**config.mk**
```make
export PLATFORM = sky130hd
export DESIGN_NAME = fe_pattern_match
export DESIGN_NICKNAME = d
export VERILOG_FILES = /design/src/rtl/fe_pattern_match.sv
export SDC_FILE = /design/constraint.sdc
export NUM_CORES = 1
export LEC_CHECK = 0
export ABC_AREA = 1
export CELL_PAD_IN_SITES_DETAIL_PLACEMENT = 1
export CELL_PAD_IN_SITES_GLOBAL_PLACEMENT = 1
export CORE_ASPECT_RATIO = 0.8
export CORE_MARGIN = 2
export CORE_UTILIZATION = 30
export DETAILED_ROUTE_END_ITERATION = 16
export GPL_ROUTABILITY_DRIVEN = 0
export GPL_TIMING_DRIVEN = 1
export HOLD_SLACK_MARGIN = 0.15
export PLACE_DENSITY_LB_ADDON = 0.1
export SETUP_SLACK_MARGIN = 0.5
export SLEW_MARGIN = 20
export SYNTH_ARGS = -nofsm -noshare
export SYNTH_HDL_FRONTEND = slang
export SYNTH_SLANG_ARGS = --single-unit
```
**constraint.sdc**
```tcl
create_clock -name fe_clk -period 3.6 [get_ports fe_clk]
set_clock_uncertainty 0.2 [all_clocks]
set_input_delay 0.9 -clock fe_clk [delete_from_list [all_inputs] [get_ports fe_clk]]
set_output_delay 0.9 -clock fe_clk [all_outputs]
set_load 0.02 [all_outputs]
```
**src/rtl/fe_pattern_match.sv**
```systemverilog
// fe_pattern_match: masked sliding-window byte matcher that produces the
// front-end capture-enable, with an optional post-match trigger delay and a
// software force-capture. All logic is clocked by fe_clk.
module fe_pattern_match #(
  parameter int pBYTES       = 8,
  parameter int pDELAY_WIDTH = 20
) (
  input  logic                    fe_clk,
  input  logic                    reset_i,
  input  logic [7:0]              I_pm_data,
  input  logic                    I_pm_wr,
  input  logic                    I_arm,
  input  logic [8*pBYTES-1:0]     I_pattern,
  input  logic [8*pBYTES-1:0]     I_mask,
  input  logic [pDELAY_WIDTH-1:0] I_trigger_delay,
  input  logic                    I_capture_now,
  output logic                    O_match,
  output logic                    O_capture_enable,
  output logic                    O_armed,
  output logic [1:0]              O_state
);

  typedef enum logic [1:0] {
    IDLE    = 2'd0,
    ARMED   = 2'd1,
    DELAY   = 2'd2,
    CAPTURE = 2'd3
  } state_t;

  state_t                   state_q;
  logic                     arm_q;
  logic [pBYTES-1:0][7:0]   win_q;
  logic [pBYTES-1:0]        fill_q;
  logic [8*pBYTES-1:0]      pat_q;
  logic [8*pBYTES-1:0]      mask_q;
  logic [pDELAY_WIDTH-1:0]  delay_q;
  logic [pDELAY_WIDTH-1:0]  cnt_q;
  logic                     match_q;

  logic                     rise;
  logic                     match_comb;
  logic                     trig;
  logic [pBYTES-1:0]        pos_ok;

  assign rise = I_arm & ~arm_q;

  // A position passes when it is don't-care, or when it holds a received
  // byte that agrees with the latched pattern on every enabled bit.
  for (genvar g = 0; g < pBYTES; g++) begin : g_pos
    assign pos_ok[g] = (mask_q[8*g +: 8] == 8'h00) ||
                       (fill_q[g] &&
                        (((win_q[g] ^ pat_q[8*g +: 8]) & mask_q[8*g +: 8]) == 8'h00));
  end

  assign match_comb = &pos_ok;
  assign trig       = match_comb | I_capture_now;

  // Arm edge detect, window shifting, configuration latch and trigger FSM.
  always_ff @(posedge fe_clk) begin
    if (reset_i) begin
      state_q <= IDLE;
      arm_q   <= 1'b0;
      win_q   <= '0;
      fill_q  <= '0;
      pat_q   <= '0;
      mask_q  <= '0;
      delay_q <= '0;
      cnt_q   <= '0;
      match_q <= 1'b0;
    end else begin
      arm_q   <= I_arm;
      match_q <= 1'b0;
      // Disarm takes priority over every other transition, including a match.
      if ((state_q != IDLE) && !I_arm) begin
        state_q <= IDLE;
      end else begin
        case (state_q)
          IDLE: begin
            if (rise) begin
              pat_q   <= I_pattern;
              mask_q  <= I_mask;
              delay_q <= I_trigger_delay;
              win_q   <= '0;
              fill_q  <= '0;
              state_q <= ARMED;
            end
          end
          ARMED: begin
            if (I_pm_wr) begin
              win_q  <= {win_q[pBYTES-2:0], I_pm_data};
              fill_q <= {fill_q[pBYTES-2:0], 1'b1};
            end
            if (trig) begin
              match_q <= 1'b1;
              if (delay_q == '0) begin
                state_q <= CAPTURE;
              end else begin
                state_q <= DELAY;
                cnt_q   <= delay_q - 1'b1;
              end
            end
          end
          DELAY: begin
            if (cnt_q == '0) begin
              state_q <= CAPTURE;
            end else begin
              cnt_q <= cnt_q - 1'b1;
            end
          end
          CAPTURE: state_q <= CAPTURE;
          default: state_q <= IDLE;
        endcase
      end
    end
  end

  assign O_match          = match_q;
  assign O_capture_enable = (state_q == CAPTURE);
  assign O_armed          = (state_q != IDLE);
  assign O_state          = state_q;

endmodule

```
Yosys cells after proc, flatten, opt, wreduce, memory -nomap -nowiden
Cells that the tools add are included.
{"block": "op_classes", "add_sub_neg": 2, "n_eq_ne": 9, "mux": 16, "n_bitwise": 21, "reduce_logical": 47}
{"operator": "logical NOT 8 bit", "n": 16}
{"operator": "2-to-1 mux 64 bit", "n": 2}
{"operator": "case mux 64 bit (2 select lines)", "n": 1}
{"operator": "bitwise AND 8 bit", "n": 8}
{"operator": "bitwise XOR 8 bit", "n": 8}
{"operator": "2-to-1 mux 20 bit", "n": 3}
{"operator": "logical NOT 20 bit", "n": 2}
{"operator": "case mux 20 bit (2 select lines)", "n": 1}
{"operator": "subtractor 20 x 1 -> 20 bit (second input constant)", "n": 2}
{"operator": "2-to-1 mux 8 bit", "n": 2}
{"operator": "case mux 8 bit (2 select lines)", "n": 1}
{"operator": "inequality test 2 bit (second input constant)", "n": 6}
{"operator": "logical AND 1 bit", "n": 9}
{"operator": "logical OR 1 bit", "n": 8}
{"operator": "case mux 2 bit (4 select lines)", "n": 1}
{"operator": "AND reduction 8 bit", "n": 1}
{"operator": "2-to-1 mux 2 bit", "n": 3}
{"operator": "AND reduction 3 bit", "n": 2}
{"operator": "nonzero test 2 bit", "n": 3}
{"operator": "AND reduction 5 bit", "n": 1}
{"operator": "== test 2 bit (second input constant)", "n": 2}
{"operator": "AND reduction 4 bit", "n": 1}
{"operator": "inverter 1 bit", "n": 3}
{"operator": "OR reduction 3 bit", "n": 1}
{"operator": "7 further kinds", "n": 8}
{"block": "totals", "reg_bits": 244, "input_bits": 161, "out_inout_bits": 5, "elab_cells": 111}

Depth between registers and ports, before layout
{"block": "depth", "ltp_word": 9, "depth_mapped": 16, "depth_no_buf": 15}

Worst setup path after synthesis
OpenSTA, ideal clock, no wires.
{"block": "synth_timing", "kind": "flip-flop to flip-flop", "from": "register state_q[1] (netlist: O_state[1])", "to": "register cnt_q[18]", "arrival_time_ps": 1942, "required_time_ps": 3285, "setup_slack_ps": 1343, "stages_incl_launch_ff": 15, "path_buffers": 2, "path_cell_list": "dfxtp_1 buf_6 nand2_4 buf_6 o21ai_2 ha_1 inv_1 nor2_4 nand2_4 nor2_4 nand3_2 xnor2_1 nand3_1 nand2_1 nor2_1"}
{"block": "synth_between", "elab_chain_cells": 4, "word_cells_on_any_way": 11}
{"item": "start, declared", "line_no": "30", "source": "state_t state_q;"}
{"item": "start signal, assigned", "line_no": "61", "source": "state_q <= IDLE;"}
{"item": "start signal, assigned", "line_no": "75", "source": "state_q <= IDLE;"}
{"item": "start signal, assigned", "line_no": "85", "source": "state_q <= ARMED;"}
{"item": "branches (longest 4 deep; another with AND reduction 5 bit)"}
{"item": "end signal, assigned", "line_no": "99", "source": "cnt_q <= delay_q - 1'b1;"}
{"item": "end signal, assigned", "line_no": "107", "source": "cnt_q <= cnt_q - 1'b1;"}
{"item": "end, declared", "line_no": "37", "source": "logic [pDELAY_WIDTH-1:0] cnt_q;"}
Parallel ways; which one is timed is not known.
A chain may end at the register's enable or synchronous reset.

Worst setup path in the final report
{"block": "layout_timing", "from": "register state_q[1] (netlist: O_state[1])", "to": "output O_armed"}
{"block": "layout_between", "elab_chain_cells": 1}
{"item": "nonzero test 2 bit", "line_no": "119", "source": "assign O_armed = (state_q != IDLE);"}
{"item": "end, declared", "line_no": "19", "source": "output logic O_armed,"}
Every way passes these cells.

==> impl_summary.md <==
Timing
Once routing completed, OpenROAD measured the worst setup slack at 0.570 ns. Setup repair after global routing left no endpoint under its margin. The number of failing hold endpoints at the final stage is 0. The setup violation total in the final timing report is 0. In the finished design, the share of the clock period the worst path needs comes to 84.2%. Measured against its own limit, the worst slew margin works out to 44.8%.

The worst-margin pin slew is 0.827 ns. Static timing analysis puts the maximum clock frequency at 330 MHz. The worst path in the final design needs a cycle of 3.03 ns, including I/O delays and setup. The max-slew violation count is 0. The sum of negative setup slack is 0 ns. The hold slack is 0.271 ns.

Global routing
met2 is the most crowded layer. The number of global-route vias before repair was 10200. Entering global routing, the biggest net connects 86 pins.

The initial antenna violation count is 1. Global routing consumed, on the met2 layer, 27.8% of the routing resources. The overall global routing resource usage is 17.8%. The routing usage on met3 is 2.70%. The met1 capacity usage during global routing is 26.1%. Summed over all layers, the global routing overflow is 0. The wire length of the first global-routing pass is 54600 um.

Cells and area
The area of the multi-input gates is 0.00505 mm^2. At the end of the flow, the number of nets in the layout was 1845. The filler cells instantiated in the layout total 4446. Relative to the synthesized area, the layout overhead comes to 27.3%.

The share of layout cells above drive strength 1 is 5.71%. The sequential cell area in the final layout is 0.00489 mm^2. The number of antenna diodes in the final layout is 0.

CTS
The post-CTS setup buffer count is 0. The number of buffers inserted during clock tree synthesis is 28. The number of resized instances in the post-cts repair step is 1. The cts-stage hold buffer count is 0. Clock tree synthesis found a total of 244 sinks. Clock-pin slew was measured on the worst setup and hold paths at 0.06 ns. The number of levels the H-tree was split into is 1. The cell at the root of the clock tree is sky130_fd_sc_hd__clkbuf_16. TritonCTS built the clock tree. The insertion delay to the later sink of the worst-skew pair is 0.55 ns.

The number of buffers on the longest clock path is 3.

Critical path
The maximum cell stage delay along the critical path is 0.66 ns. The capture instance of the worst register-to-register path is cnt_q[18]. The cell depth of the worst flop-to-flop path is 14. STA classifies the critical path endpoint as an output port.

Walking the worst path, the cells encountered are nor2_2 -> inv_1 -> clkdlybuf4s50_1. The arrival time of the worst setup path is 1.93 ns. Together, buffers and inverters on the worst path number 2. Data on the critical path is required at its endpoint by 2.50 ns.

STA classifies the critical path startpoint as a flop. The slowest stage cell on the critical path is sky130_fd_sc_hd__clkdlybuf4s50_1. The source of the worst register-to-register timing path is O_state[0]. Of all nets on the critical path, the largest fanout is 9. The kind of cell adding the most delay to the critical path is buffers and inverters. The register-to-register setup slack is 0.98 ns. The worst setup path is of the flop to output port kind.

Die
The die span in x is 216 um. The area of the placeable core is 0.0357 mm^2. The row count is 62. Once the floorplan was initialized, standard cells occupied 30.2% of the core. The total I/O pin count is 166. In this run the vertical extent of the chip is 174 um.

The die covers 0.0375 mm^2.

Logic synthesis
After synthesis the netlist holds a flip-flop and latch count of 244. By instance count, the leading cell after synthesis is sky130_fd_sc_hd__nand2_1. The count of mapped cells out of synthesis is 1556. The cell area that synthesis handed to floorplanning was 0.0108 mm^2.

Yosys printed 0 warnings. The share of flip-flops with an asynchronous set or reset is 0%. The commonest cells after synthesis are 362 x sky130_fd_sc_hd__nand2_1, 244 x sky130_fd_sc_hd__dfxtp_1, 244 x sky130_fd_sc_hd__nor2_1. In the post-synthesis netlist, the biggest area contributors are sky130_fd_sc_hd__dfxtp_1 45%, sky130_fd_sc_hd__nand2_1 13%, sky130_fd_sc_hd__nor2_1 8.5%, sky130_fd_sc_hd__a21oi_1 7.1%, sky130_fd_sc_hd__o21ai_0 7.1%.

The leading register cell type out of synthesis is sky130_fd_sc_hd__dfxtp_1. The library cell occupying the most area in the post-synthesis netlist is sky130_fd_sc_hd__dfxtp_1. Counting flops with a built-in enable in the synthesized netlist gives 0. The post-synthesis sequential area ratio is 45.3%.

After synthesis, the netlist uses 37 different library cells. The total nets after synthesis is 1718. The synthesized design devotes to its leading area cell type 45.3% of total area.

A synthesized cell averages 6.94 um^2.

Routing
The number of DRC violations after detailed routing is 0. In the final routed layout, each cell accounts on average for 15.4 um. The first detailed-routing pass ran for 4 iterations. The iteration-0 DRC count of the detailed router is 430. The final layout contains routed wiring with a total length of 33500 um. The via total after detailed routing is 10100. Using the TritonRoute via totals, the vias-per-cell ratio works out to 4.65. In this run the remaining antenna-violating nets after routing total 0.

Pwr
The power per unit of standard cell area is 503 mW/mm^2. Across the VDD grid, the largest voltage drop is 0.000260 V. For this design the static power due to leakage is 5.40 nW.

Min path
The startpoint of the worst hold path is pat_q[6]. The endpoint of the worst hold-timing path is pat_q[6]. The number of cells traversed by the worst hold path is 2. The min-delay analysis places its worst path in the category flop to flop.

Place
Once detailed placement completed, the half-perimeter wirelength came to 24200 um. Prior to clock tree synthesis, the placed netlist has a worst setup slack of 0.359 ns. The number of input and output port buffers inserted is 165.

Job
The number of max-cap violations is 0.

Status
The flow ran to the end, and the final reports show no timing, DRC or antenna violations.
## flip-flops by register name, indices dropped and copies added (netlist names)
signal   count
cnt_q       20
arm_q        1
mask_q      64
fill_q       8
pat_q       64
delay_q     20
O_match      1
O_state      2
win_q       64
## layout make-up
cell class | count | share of cell area (%)
sequential | 244 | 35.6
clock buffer | 45 | 6.16
inverter | 124 | 3.41
clock inverter | 2 | 0.100
tap | 480 | 4.37
multi-input combinational | 1103 | 36.8
timing repair buffer | 182 | 13.6
## cells in the final DEF (no fill, tap or decap), types with 5 or more instances in the layout
master	count
sky130_fd_sc_hd__nor3_1	5
sky130_fd_sc_hd__clkdlybuf4s50_1	164
sky130_fd_sc_hd__xnor2_1	11
sky130_fd_sc_hd__or2_2	5
sky130_fd_sc_hd__clkbuf_8	6
sky130_fd_sc_hd__nand2_2	5
sky130_fd_sc_hd__nand2_1	361
sky130_fd_sc_hd__xor2_1	9
sky130_fd_sc_hd__o21ai_0	154
sky130_fd_sc_hd__nand3_1	75
sky130_fd_sc_hd__clkbuf_16	29
sky130_fd_sc_hd__clkbuf_1	10
sky130_fd_sc_hd__inv_1	118
sky130_fd_sc_hd__buf_4	9
sky130_fd_sc_hd__nor2_1	242
sky130_fd_sc_hd__inv_2	5
sky130_fd_sc_hd__o21a_1	6
sky130_fd_sc_hd__nand4_1	6
sky130_fd_sc_hd__buf_12	8
sky130_fd_sc_hd__o21ai_2	9
sky130_fd_sc_hd__a21oi_1	154
sky130_fd_sc_hd__o21ai_1	10
sky130_fd_sc_hd__dfxtp_1	243
sky130_fd_sc_hd__nor4_1	23
## kinds of logic (layout without fill, tap and decap cells)
logic type                 count (synthesis)  after routing  synth area share [%]
and+or+nand+nor                          745            745                  28.7
AOI/OAI and AO/OA                        336            336                  16.1
DFF                                      244            244                  45.3
buffers and inverters                    209            353                  8.03
xor gates and xnor gates                  20             20                  1.62
adders and majority gates                  1              1                 0.116
muxes                                      1              1                 0.104
## worst min-delay path: stages, from the launching register on
cell and delay, ns:
sky130_fd_sc_hd__dfxtp_1 0.31, sky130_fd_sc_hd__inv_1 0.06, sky130_fd_sc_hd__a21oi_1 0.05
## worst max-delay path by stage
stage | from | endpoint | slack (ns) | cells past startpoint
final | O_state[1] | O_armed | 0.57 | 3
after global routing | O_state[1] | O_armed | 0.51 | 3
after CTS | O_state[1] | O_armed | 0.50 | 3
after detailed placement | I_arm | win_q[41] | 0.36 | 10
after global placement | I_arm | win_q[29] | 0.48 | 10
after floorplan | O_state[1] | cnt_q[18] | 1.34 | 14
## report_power, final
| part | switching [W] | internal, W |
|---|---|---|
| Clock | 0.00112 | 0.00159 |
| Sequential | 0.000149 | 0.00290 |
| Combinational | 0.000664 | 0.000493 |
## stage by stage
stage	utilization, %	power (W)	area (um^2)	cells
CTS	38.5	0.00704	13700	2180
finish	38.5	0.00691	13700	2180
global placement	36.1	0.00426	12900	2133
floorplan	-	0.00382	10800	1556
global route	38.5	0.00732	13700	2180
detailed placement	36.1	0.00428	12900	2133
## metal layers
metal  share of wire [%]  up-vias  routed length (um)
li1                    -     5253                   -
met1                  52     4735               17500
met2                  43      122               14400
met3                 3.2       36                1060
met4                 1.5        0                 516
met5                   0        -                   0
(Power assumes the default switching activity.)
